--- config.mk ---
export PLATFORM = sky130hd
export DESIGN_NAME = sc_monitor
export DESIGN_NICKNAME = d
export VERILOG_FILES = /design/src/rtl/sc_pkg.sv /design/src/rtl/sc_ref_model.sv /design/src/rtl/sc_monitor.sv
export SDC_FILE = /design/constraint.sdc
export NUM_CORES = 1
export LEC_CHECK = 0
export BUFFER_PORTS_ARGS = -buffer_cell sky130_fd_sc_hd__buf_2
export CAP_MARGIN = 20
export CORE_MARGIN = 8
export CORE_UTILIZATION = 53
export DETAILED_ROUTE_END_ITERATION = 6
export PLACE_DENSITY_LB_ADDON = 0.12
export SYNTH_ARGS = -nofsm -noshare
export SYNTH_HDL_FRONTEND = slang
export SYNTH_SLANG_ARGS = --single-unit
--- constraint.sdc ---
create_clock -name clk -period 2.8 [get_ports clk]
set_input_delay 0.42 -clock clk [delete_from_list [all_inputs] [get_ports clk]]
set_output_delay 0.42 -clock clk [all_outputs]
set_load 0.01 [all_outputs]
--- src/rtl/sc_pkg.sv ---
`default_nettype none
// +--------------------------------------------------------------------------+
// | Package : sc_pkg                                                         |
// | Purpose : Shared constants and types for the saturating counter `sc`     |
// |           and its passive checker `sc_monitor`.                          |
// | Contents: SC_MAX / SC_CW  - default saturation value and count width     |
// |           mon_state_e     - checker state encoding                       |
// | Revision: 1.0  initial release                                           |
// +--------------------------------------------------------------------------+
package sc_pkg;

  // Defaults shared with the counter so both sides agree on the sequence.
  localparam int SC_MAX = 5;
  localparam int SC_CW  = 3;

  // RESYNC is only reachable when SC_MONITOR_RESYNC_EN is compiled in.
  typedef enum logic [1:0] {
    TRACK  = 2'd0,
    FAULT  = 2'd1,
    RESYNC = 2'd2
  } mon_state_e;

endpackage : sc_pkg
`default_nettype wire

--- src/rtl/sc_ref_model.sv ---
`default_nettype none
// +--------------------------------------------------------------------------+
// | Module  : sc_ref_model                                                   |
// | Purpose : Golden 0..MAX saturating sequence generator. Holds the count   |
// |           the monitored counter is expected to show this cycle.          |
// | Ports   : clk      in  1   rising-edge clock                             |
// |           rst      in  1   synchronous active-low reset                  |
// |           ctr_rst  in  1   counter reset; expected count is 0 next cycle |
// |           exp_o    out CW  current expected count (registered)           |
// | Revision: 1.0  initial release                                           |
// +--------------------------------------------------------------------------+
module sc_ref_model
  import sc_pkg::*;
#(
  parameter int MAX = SC_MAX,
  parameter int CW  = SC_CW
) (
  input  logic          clk,
  input  logic          rst,
  input  logic          ctr_rst,
  output logic [CW-1:0] exp_o
);

  localparam logic [CW-1:0] C_MAX_VAL = CW'(MAX);

  logic [CW-1:0] exp_q;
  logic [CW-1:0] exp_d;

  always_comb begin
    exp_d = exp_q;
    if (ctr_rst) begin
      exp_d = '0;
    end else if (exp_q < C_MAX_VAL) begin
      exp_d = exp_q + 1'b1;
    end else begin
      exp_d = C_MAX_VAL;
    end
  end

  always_ff @(posedge clk) begin
    if (!rst) begin
      exp_q <= '0;
    end else begin
      exp_q <= exp_d;
    end
  end

  assign exp_o = exp_q;

endmodule : sc_ref_model
`default_nettype wire

--- src/rtl/sc_monitor.sv ---
`default_nettype none
// +--------------------------------------------------------------------------+
// | Module  : sc_monitor                                                     |
// | Purpose : Passive checker for the saturating counter `sc`. Compares the  |
// |           counter output against an independent reference sequence and  |
// |           reports divergence, error counts and the first bad value.      |
// | Macro   : SC_MONITOR_RESYNC_EN - adds the RESYNC state, letting FAULT    |
// |           recover after a ctr_rst followed by GOOD_N clean samples.      |
// | Ports   : clk        in  1    rising-edge clock                          |
// |           rst        in  1    synchronous active-low reset               |
// |           ctr_rst    in  1    same reset the counter receives            |
// |           cnt_in     in  CW   counter `out`                              |
// |           cnt_err_in in  1    counter `err`                              |
// |           mismatch   out 1    previous cycle's sample was bad            |
// |           err_sticky out 1    a bad sample has been seen since rst       |
// |           err_count  out ECW  number of bad samples, saturating          |
// |           first_bad  out CW   cnt_in at the first bad sample             |
// |           expected   out CW   reference model's current expected count   |
// |           in_fault   out 1    state is FAULT (or RESYNC)                 |
// | Revision: 1.0  initial release                                           |
// +--------------------------------------------------------------------------+
module sc_monitor
  import sc_pkg::*;
#(
  parameter int MAX    = SC_MAX,
  parameter int CW     = SC_CW,
  parameter int ECW    = 8,
  parameter int GOOD_N = 2
) (
  input  logic           clk,
  input  logic           rst,
  input  logic           ctr_rst,
  input  logic [CW-1:0]  cnt_in,
  input  logic           cnt_err_in,
  output logic           mismatch,
  output logic           err_sticky,
  output logic [ECW-1:0] err_count,
  output logic [CW-1:0]  first_bad,
  output logic [CW-1:0]  expected,
  output logic           in_fault
);

  localparam logic [CW-1:0] C_MAX_VAL = CW'(MAX);

  logic [CW-1:0]  exp_w;
  logic           bad_w;

  mon_state_e     state_q;
  mon_state_e     state_d;

  logic           mismatch_q;
  logic           err_sticky_q;
  logic [ECW-1:0] err_count_q;
  logic [CW-1:0]  first_bad_q;
  logic           in_fault_q;

  sc_ref_model #(
    .MAX (MAX),
    .CW  (CW)
  ) u_ref_model (
    .clk     (clk),
    .rst     (rst),
    .ctr_rst (ctr_rst),
    .exp_o   (exp_w)
  );

  // The model's current value is compared before it updates, so a ctr_rst
  // only shows up in the comparison one cycle later, like the counter.
  assign bad_w = (cnt_in != exp_w) || (cnt_in > C_MAX_VAL) || cnt_err_in;

`ifdef SC_MONITOR_RESYNC_EN
  localparam int GW = $clog2(GOOD_N + 1);
  localparam logic [GW-1:0] C_GOOD_LAST = GW'(GOOD_N - 1);

  logic [GW-1:0] good_q;
  logic [GW-1:0] good_d;
`else
  logic w_unused_good_n;
  assign w_unused_good_n = (GOOD_N != 0);
`endif

  always_comb begin
    state_d = state_q;
`ifdef SC_MONITOR_RESYNC_EN
    good_d  = good_q;
`endif
    case (state_q)
      TRACK: begin
        if (bad_w) state_d = FAULT;
      end
      FAULT: begin
`ifdef SC_MONITOR_RESYNC_EN
        // ctr_rst wins over a bad sample in the same cycle.
        if (ctr_rst) begin
          state_d = RESYNC;
          good_d  = '0;
        end
`else
        state_d = FAULT;
`endif
      end
`ifdef SC_MONITOR_RESYNC_EN
      RESYNC: begin
        if (bad_w) begin
          state_d = FAULT;
          good_d  = '0;
        end else if (good_q == C_GOOD_LAST) begin
          // This clean sample is the GOOD_N-th one.
          state_d = TRACK;
          good_d  = '0;
        end else begin
          good_d  = good_q + 1'b1;
        end
      end
`endif
      default: begin
        state_d = TRACK;
      end
    endcase
  end

  always_ff @(posedge clk) begin
    if (!rst) begin
      state_q      <= TRACK;
      mismatch_q   <= 1'b0;
      err_sticky_q <= 1'b0;
      err_count_q  <= '0;
      first_bad_q  <= '0;
      in_fault_q   <= 1'b0;
    end else begin
      state_q    <= state_d;
      mismatch_q <= bad_w;
      in_fault_q <= (state_d != TRACK);
      if (bad_w) begin
        err_sticky_q <= 1'b1;
        if (err_count_q != {ECW{1'b1}}) begin
          err_count_q <= err_count_q + 1'b1;
        end
        if (!err_sticky_q) begin
          first_bad_q <= cnt_in;
        end
      end
    end
  end

`ifdef SC_MONITOR_RESYNC_EN
  always_ff @(posedge clk) begin
    if (!rst) begin
      good_q <= '0;
    end else begin
      good_q <= good_d;
    end
  end
`endif

  assign mismatch   = mismatch_q;
  assign err_sticky = err_sticky_q;
  assign err_count  = err_count_q;
  assign first_bad  = first_bad_q;
  assign expected   = exp_w;
  assign in_fault   = in_fault_q;

endmodule : sc_monitor
`default_nettype wire

; After elaboration in Yosys (flattened, before gate mapping)
; Index checks and enable logic that the tools add are counted.
[word_totals]
input_bits = 7
ff_bits = 19
output_inout_bits = 17
[op_classes]
bitwise = 3
add_sub_neg = 2
n_eq_ne = 3
n_lt_le_gt_ge = 2
reduce_logical = 8
n_mux = 3
[op_table]
columns = operator, n
row1 = $add 8x1->8 const B, 1
row2 = $ne 8x8->1 const B, 1
row3 = $pmux 2 s2, 1
row4 = $reduce_and 2->1, 2
row5 = $add 3x1->3 const B, 1
row6 = $gt 3x3->1 const B, 1
row7 = $lt 3x3->1 const B, 1
row8 = $mux 3, 1
row9 = $ne 3x3->1, 1
row10 = $not 1->1, 3
row11 = $reduce_or 3->1, 1
row12 = $eq 2x1->1 const B, 1
row13 = $logic_not 2->1, 1
row14 = $logic_or 1x1->1, 2
row15 = $mux 2, 1
row16 = $reduce_bool 2->1, 1
row17 = $reduce_or 2->1, 1

; Depth between registers and ports, before layout
[logic_depth]
ltp_word = 6
mapped_depth = 5
depth_no_buf = 4

; Cells and area by module
; Synthesis repeated with hierarchy kept, for this count alone.
[unflattened]
cells_unflattened = 91
area_unflattened_um2 = 845.8
[by_module_without_submodules]
columns = mod, instances, area_each_um2, cells_each
row1 = sc_monitor, 1, 716.9, 79
row2 = sc_ref_model, 1, 128.9, 12

; Worst setup path after synthesis
; OpenSTA, ideal clock, no wires.
[synth_path]
path_kind = input to register
from = in cnt_in[2]
to = reg err_count_q[6], in the netlist err_count[6]
slack_ps = 1150
stages = 5
setup_time_ps = 116
arrival_time_ps = 1534
cell_sequence = or2_1 > a2111oi_4 > buf_6 > nor2_1 > o211a_1
[synth_between]
elab_chain_cells = 4
word_cells_on_any_way = 5
cone_classes = order compare (1) / eq/ne (1) / reduce/logical (3)
[synth_rtl]
columns = element, line
row1 = from (decl), sc_monitor.sv:33  ; input logic [CW-1:0] cnt_in,
row2 = $gt 3x3->1 / $ne 3x3->1 (equally long branches), sc_monitor.sv:69  ; assign bad_w = (cnt_in != exp_w) || (cnt_in > C_MAX_VAL) || cnt_err_in;
row3 = $logic_or 1x1->1 (*) (2 in a row), sc_monitor.sv:69
row4 = $reduce_and 2->1 (no line) (*), --
row5 = to (signal assigned), sc_monitor.sv:137  ; err_count_q <= err_count_q + 1'b1;
row6 = to (decl), sc_monitor.sv:53  ; logic [ECW-1:0] err_count_q;
; Mark *: on every way between the ends. The rest lies on a longest branch, timed or not.
; A chain may end at the register's enable or synchronous reset.

; Worst setup path after layout
[layout_path]
from = reg u_ref_model.exp_q[2], in the netlist u_ref_model.exp_o[2]
to = reg err_count_q[5], in the netlist err_count[5]
[layout_between]
elab_chain_cells = 4
[layout_rtl]
columns = element, line
row1 = from (decl), sc_ref_model.sv:26  ; logic [CW-1:0] exp_q;
row2 = from (signal assigned), sc_ref_model.sv:44  ; exp_q <= exp_d;
row3 = $ne 3x3->1, sc_monitor.sv:69
row4 = $logic_or 1x1->1 (2 in a row), sc_monitor.sv:69
row5 = $reduce_and 2->1 (no line), --
; No other way between the ends.

==> PnR_summary.wiki <==
{| class="wikitable"
! Metric !! Value
|-
| Status || finished clean
|-
| Post-CTS setup repair buffer count || 0
|-
| Fraction of final layout cells with drive strength greater than 1 || 27.0%
|-
| Power after layout || 0.493 mW
|-
| Antenna diodes || 0
|-
| Chip width || 56.7 um
|-
| Number of hold-slack violations in the final timing report || 0
|-
| Skew-Pair Late Insertion Delay || 0.30 ns
|-
| Number of warnings printed during yosys synthesis || 0
|-
| Most used flip-flop cell after synthesis || dfxtp_1
|-
| Clock buffers created by TritonCTS || 3
|-
| Class of the tightest hold or removal check || in2reg
|-
| Post-layout instance area || 1020 sq um
|-
| Relative slew margins || 47.6%
|-
| Share of power burned in registers || 59.7%
|-
| Net switching share of the total power || 26.0%
|-
| Routability cong. || 0.724
|-
| Worst-case setup slack after placement || 0.751 ns
|-
| Final setup margin || 0.921 ns
|-
| Via total after detailed routing || 717
|-
| Summed instance area of the synthesized netlist || 878 sq um
|-
| Post-layout min period || 1.88 ns
|-
| Wirelength per Cell || 13.0 um
|-
| Hold Crit Depth || 3
|-
| Count of flip-flops with a built-in enable after synthesis || 0
|-
| Combinational fraction of design power || 12.4%
|-
| Area inside the core boundary || 1520 sq um
|-
| Part of the power in the clock network || 27.8%
|-
| R2r setup slk || 0.92 ns
|-
| CP Max Fanout || 16
|-
| Pwr dens || 485 nW/um^2
|-
| Vertical die dimension || 56.7 um
|-
| Clock tree root buffer cell || clkbuf_4
|-
| Hold Startpoint || cnt_in[2]
|-
| Ys async rst share || 0%
|-
| Number of instances in the synthesized netlist || 92
|-
| Kind of start point of the critical path || flop
|-
| Placed wire-length estimate || 1250 um
|-
| Final setup vio count || 0
|-
| Post-DR vias/cell || 5.47
|-
| Aggregate global routing overflow || 0
|-
| Number of detailed-route iterations in the first pass || 4
|-
| Initial core utilization || 57.6%
|-
| Fraction of the cycle the final worst path needs || 67.1%
|-
| Worst Tran Pin Value || 0.786 ns
|-
| Crit. End Element || flop
|-
| # IOs || 24
|-
| Number of global-route vias before repair || 655
|-
| Commonest cells after routing, fill and taps aside || buf_2 (23), dfxtp_1 (19), nand2_1 (15)
|-
| Non-filler instance count after layout || 131
|-
| Number of fill cells in the layout || 131
|-
| Placed inst area || 990 sq um
|-
| CP max stage delay || 0.77 ns
|-
| Critical Path AT || 2.06 ns
|-
| Utilization after layout || 66.7%
|-
| Worst R2R Path Depth || 4
|-
| Clock transition time at the flip-flop clock pins of the worst setup and hold paths || 0.11 ns
|-
| Largest net degree at the start of global routing || 25
|-
| Area growth from synthesis to layout || 15.8%
|-
| Total global routing track utilization || 11.3%
|-
| CTS tree || yes
|-
| Iter 0 DRT Violations || 17
|-
| Data required time at the worst endpoint || 2.98 ns
|-
| Max-capacitance violation count || 0
|-
| Critical R2R Capture || err_count[5]
|-
| Achievable Freq || 532 MHz
|-
| Total internal power || 0.365 mW
|-
| Post-CTS Hold Fix Bufs || 0
|-
| Number of different library cells in the post-synthesis netlist || 34
|-
| Placed cell count || 127
|-
| Start point of the critical path || u_ref_model.exp_o[2]
|-
| Commonest non-fill, non-tap cell in the layout || buf_2
|-
| Leakage || 0.467 nW
|-
| Worst hold margin || 0.369 ns
|-
| Setup Skew || 0.00746 ns
|-
| Cell type with the highest aggregate area in the netlist || dfxtp_1
|-
| Synthesized net count || 101
|-
| Synth Area per Inst || 9.55 sq um
|-
| Timing endpoint of the critical path || err_count[5]
|-
| Total length of routed wires || 1700 um
|-
| Share of the yosys chip area belonging to registers || 43.3%
|-
| Type of the worst setup path || reg2reg
|-
| Remaining routing DRC violations || 0
|-
| Top area cells in the synthesized netlist || dfxtp_1 (43%), mux2i_1 (8.0%), nand2_1 (6.4%)
|-
| Number of gates given a new drive strength after cts || 0
|-
| Crit-path cells || or2_1 > a2111oi_4 > nor4_1 > mux2i_1
|-
| Setup TNS || 0 ns
|-
| Number of synthesized register bits || 19
|-
| Area share of the leading cell type in the synthesized netlist || 43.3%
|-
| Peak supply drop || 0.351 mV
|-
| Number of nets still failing antenna checks after routing || 0
|-
| Sink count of the clock tree || 19
|-
| Launch point of the worst reg-to-reg path || u_ref_model.exp_o[2]
|-
| Site Rows || 14
|-
| Max Root-Sink Buffers || 2
|-
| Wire length of the first global-routing pass || 2970 um
|-
| Setup repair after global routing missed its margin || false
|-
| Total net switching power || 0.128 mW
|-
| Area of the die || 3220 sq um
|-
| Cell at the slowest stage of the critical path || a2111oi_4
|-
| Final-report max-slew violation count || 0
|-
| Antenna violations before repair || 0
|-
| Count of nets after finishing || 125
|-
| Count of buffers from port buffering || 23
|-
| Maximum level of the CTS H-tree || 1
|}
-- synthesized netlist by cell type (2+ instances only) --
master / instances
nand3_1: 3
nor3_1: 2
inv_1: 2
dfxtp_1: 19
and4_1: 2
or4_1: 2
mux2i_1: 7
o21ai_0: 2
nor2_1: 3
clkbuf_1: 2
nor3b_1: 3
nand2_1: 15
nand2b_1: 4
ha_1: 2
o31ai_1: 2
a21boi_1: 3
nor4_1: 2
-- state kept, by name (all words and copies together) (netlist names) --
name               flops
err_sticky             1
state_q                2
err_count              8
in_fault               1
first_bad              3
mismatch               1
u_ref_model.exp_o      3
-- layout make-up --
class	count	area [sq um]	area share (%)
flip-flops and latches	19	380	37.4
repair buffers	23	115	11.3
inverters	2	7.51	0.738
multi-input cells	67	467	45.9
clock buffers	3	22.5	2.21
clock inverters	1	5.00	0.492
well taps	16	20.0	1.97
-- critical path: cells and delay by family (launching register included) --
| kind | cells | cell delay, ns |
|---|---|---|
| AO/OA/AOI/OAI | 1 | 0.77 |
| flip-flops | 1 | 0.38 |
| multiplexers | 1 | 0.16 |
| AND/OR/NAND/NOR | 2 | 0.45 |
-- cell families after synthesis --
logic type / share of synthesized area, %
and+or+nand+nor: 27.9
xor gates and xnor gates: 2.85
buffers and inverters: 3.56
DFF: 43.3
other: 0.427
adders and majority gates: 2.85
muxes: 7.98
AOI/OAI and AO/OA: 11.1
-- metal layers --
| layer | up-vias | global-route usage (%) | share of wire, % |
|---|---|---|---|
| li1 | 367 | - | - |
| met1 | 329 | 12.6 | 43 |
| met2 | 17 | 17.6 | 48 |
| met3 | 4 | 4.04 | 6.9 |
| met4 | 0 | 7.22 | 1.6 |
| met5 | - | 0 | 0 |
-- how the worst min path moves through the flow --
stage	end	slack, ns
floorplan	in_fault	0.40
global placement	state_q[0]	0.41
detailed placement	state_q[0]	0.41
CTS	first_bad[2]	0.36
global route	first_bad[2]	0.36
finish	first_bad[2]	0.37
-- power groups by stage --
stage | Sequential [mW] | Clock, mW | Combinational [mW]
floorplan | 0.306 | 0 | 0.0341
global placement | 0.301 | 0 | 0.0616
detailed placement | 0.301 | 0 | 0.0621
CTS | 0.295 | 0.147 | 0.0624
global route | 0.297 | 0.155 | 0.0694
finish | 0.295 | 0.137 | 0.0612
Power figures use the tool's default switching activity.
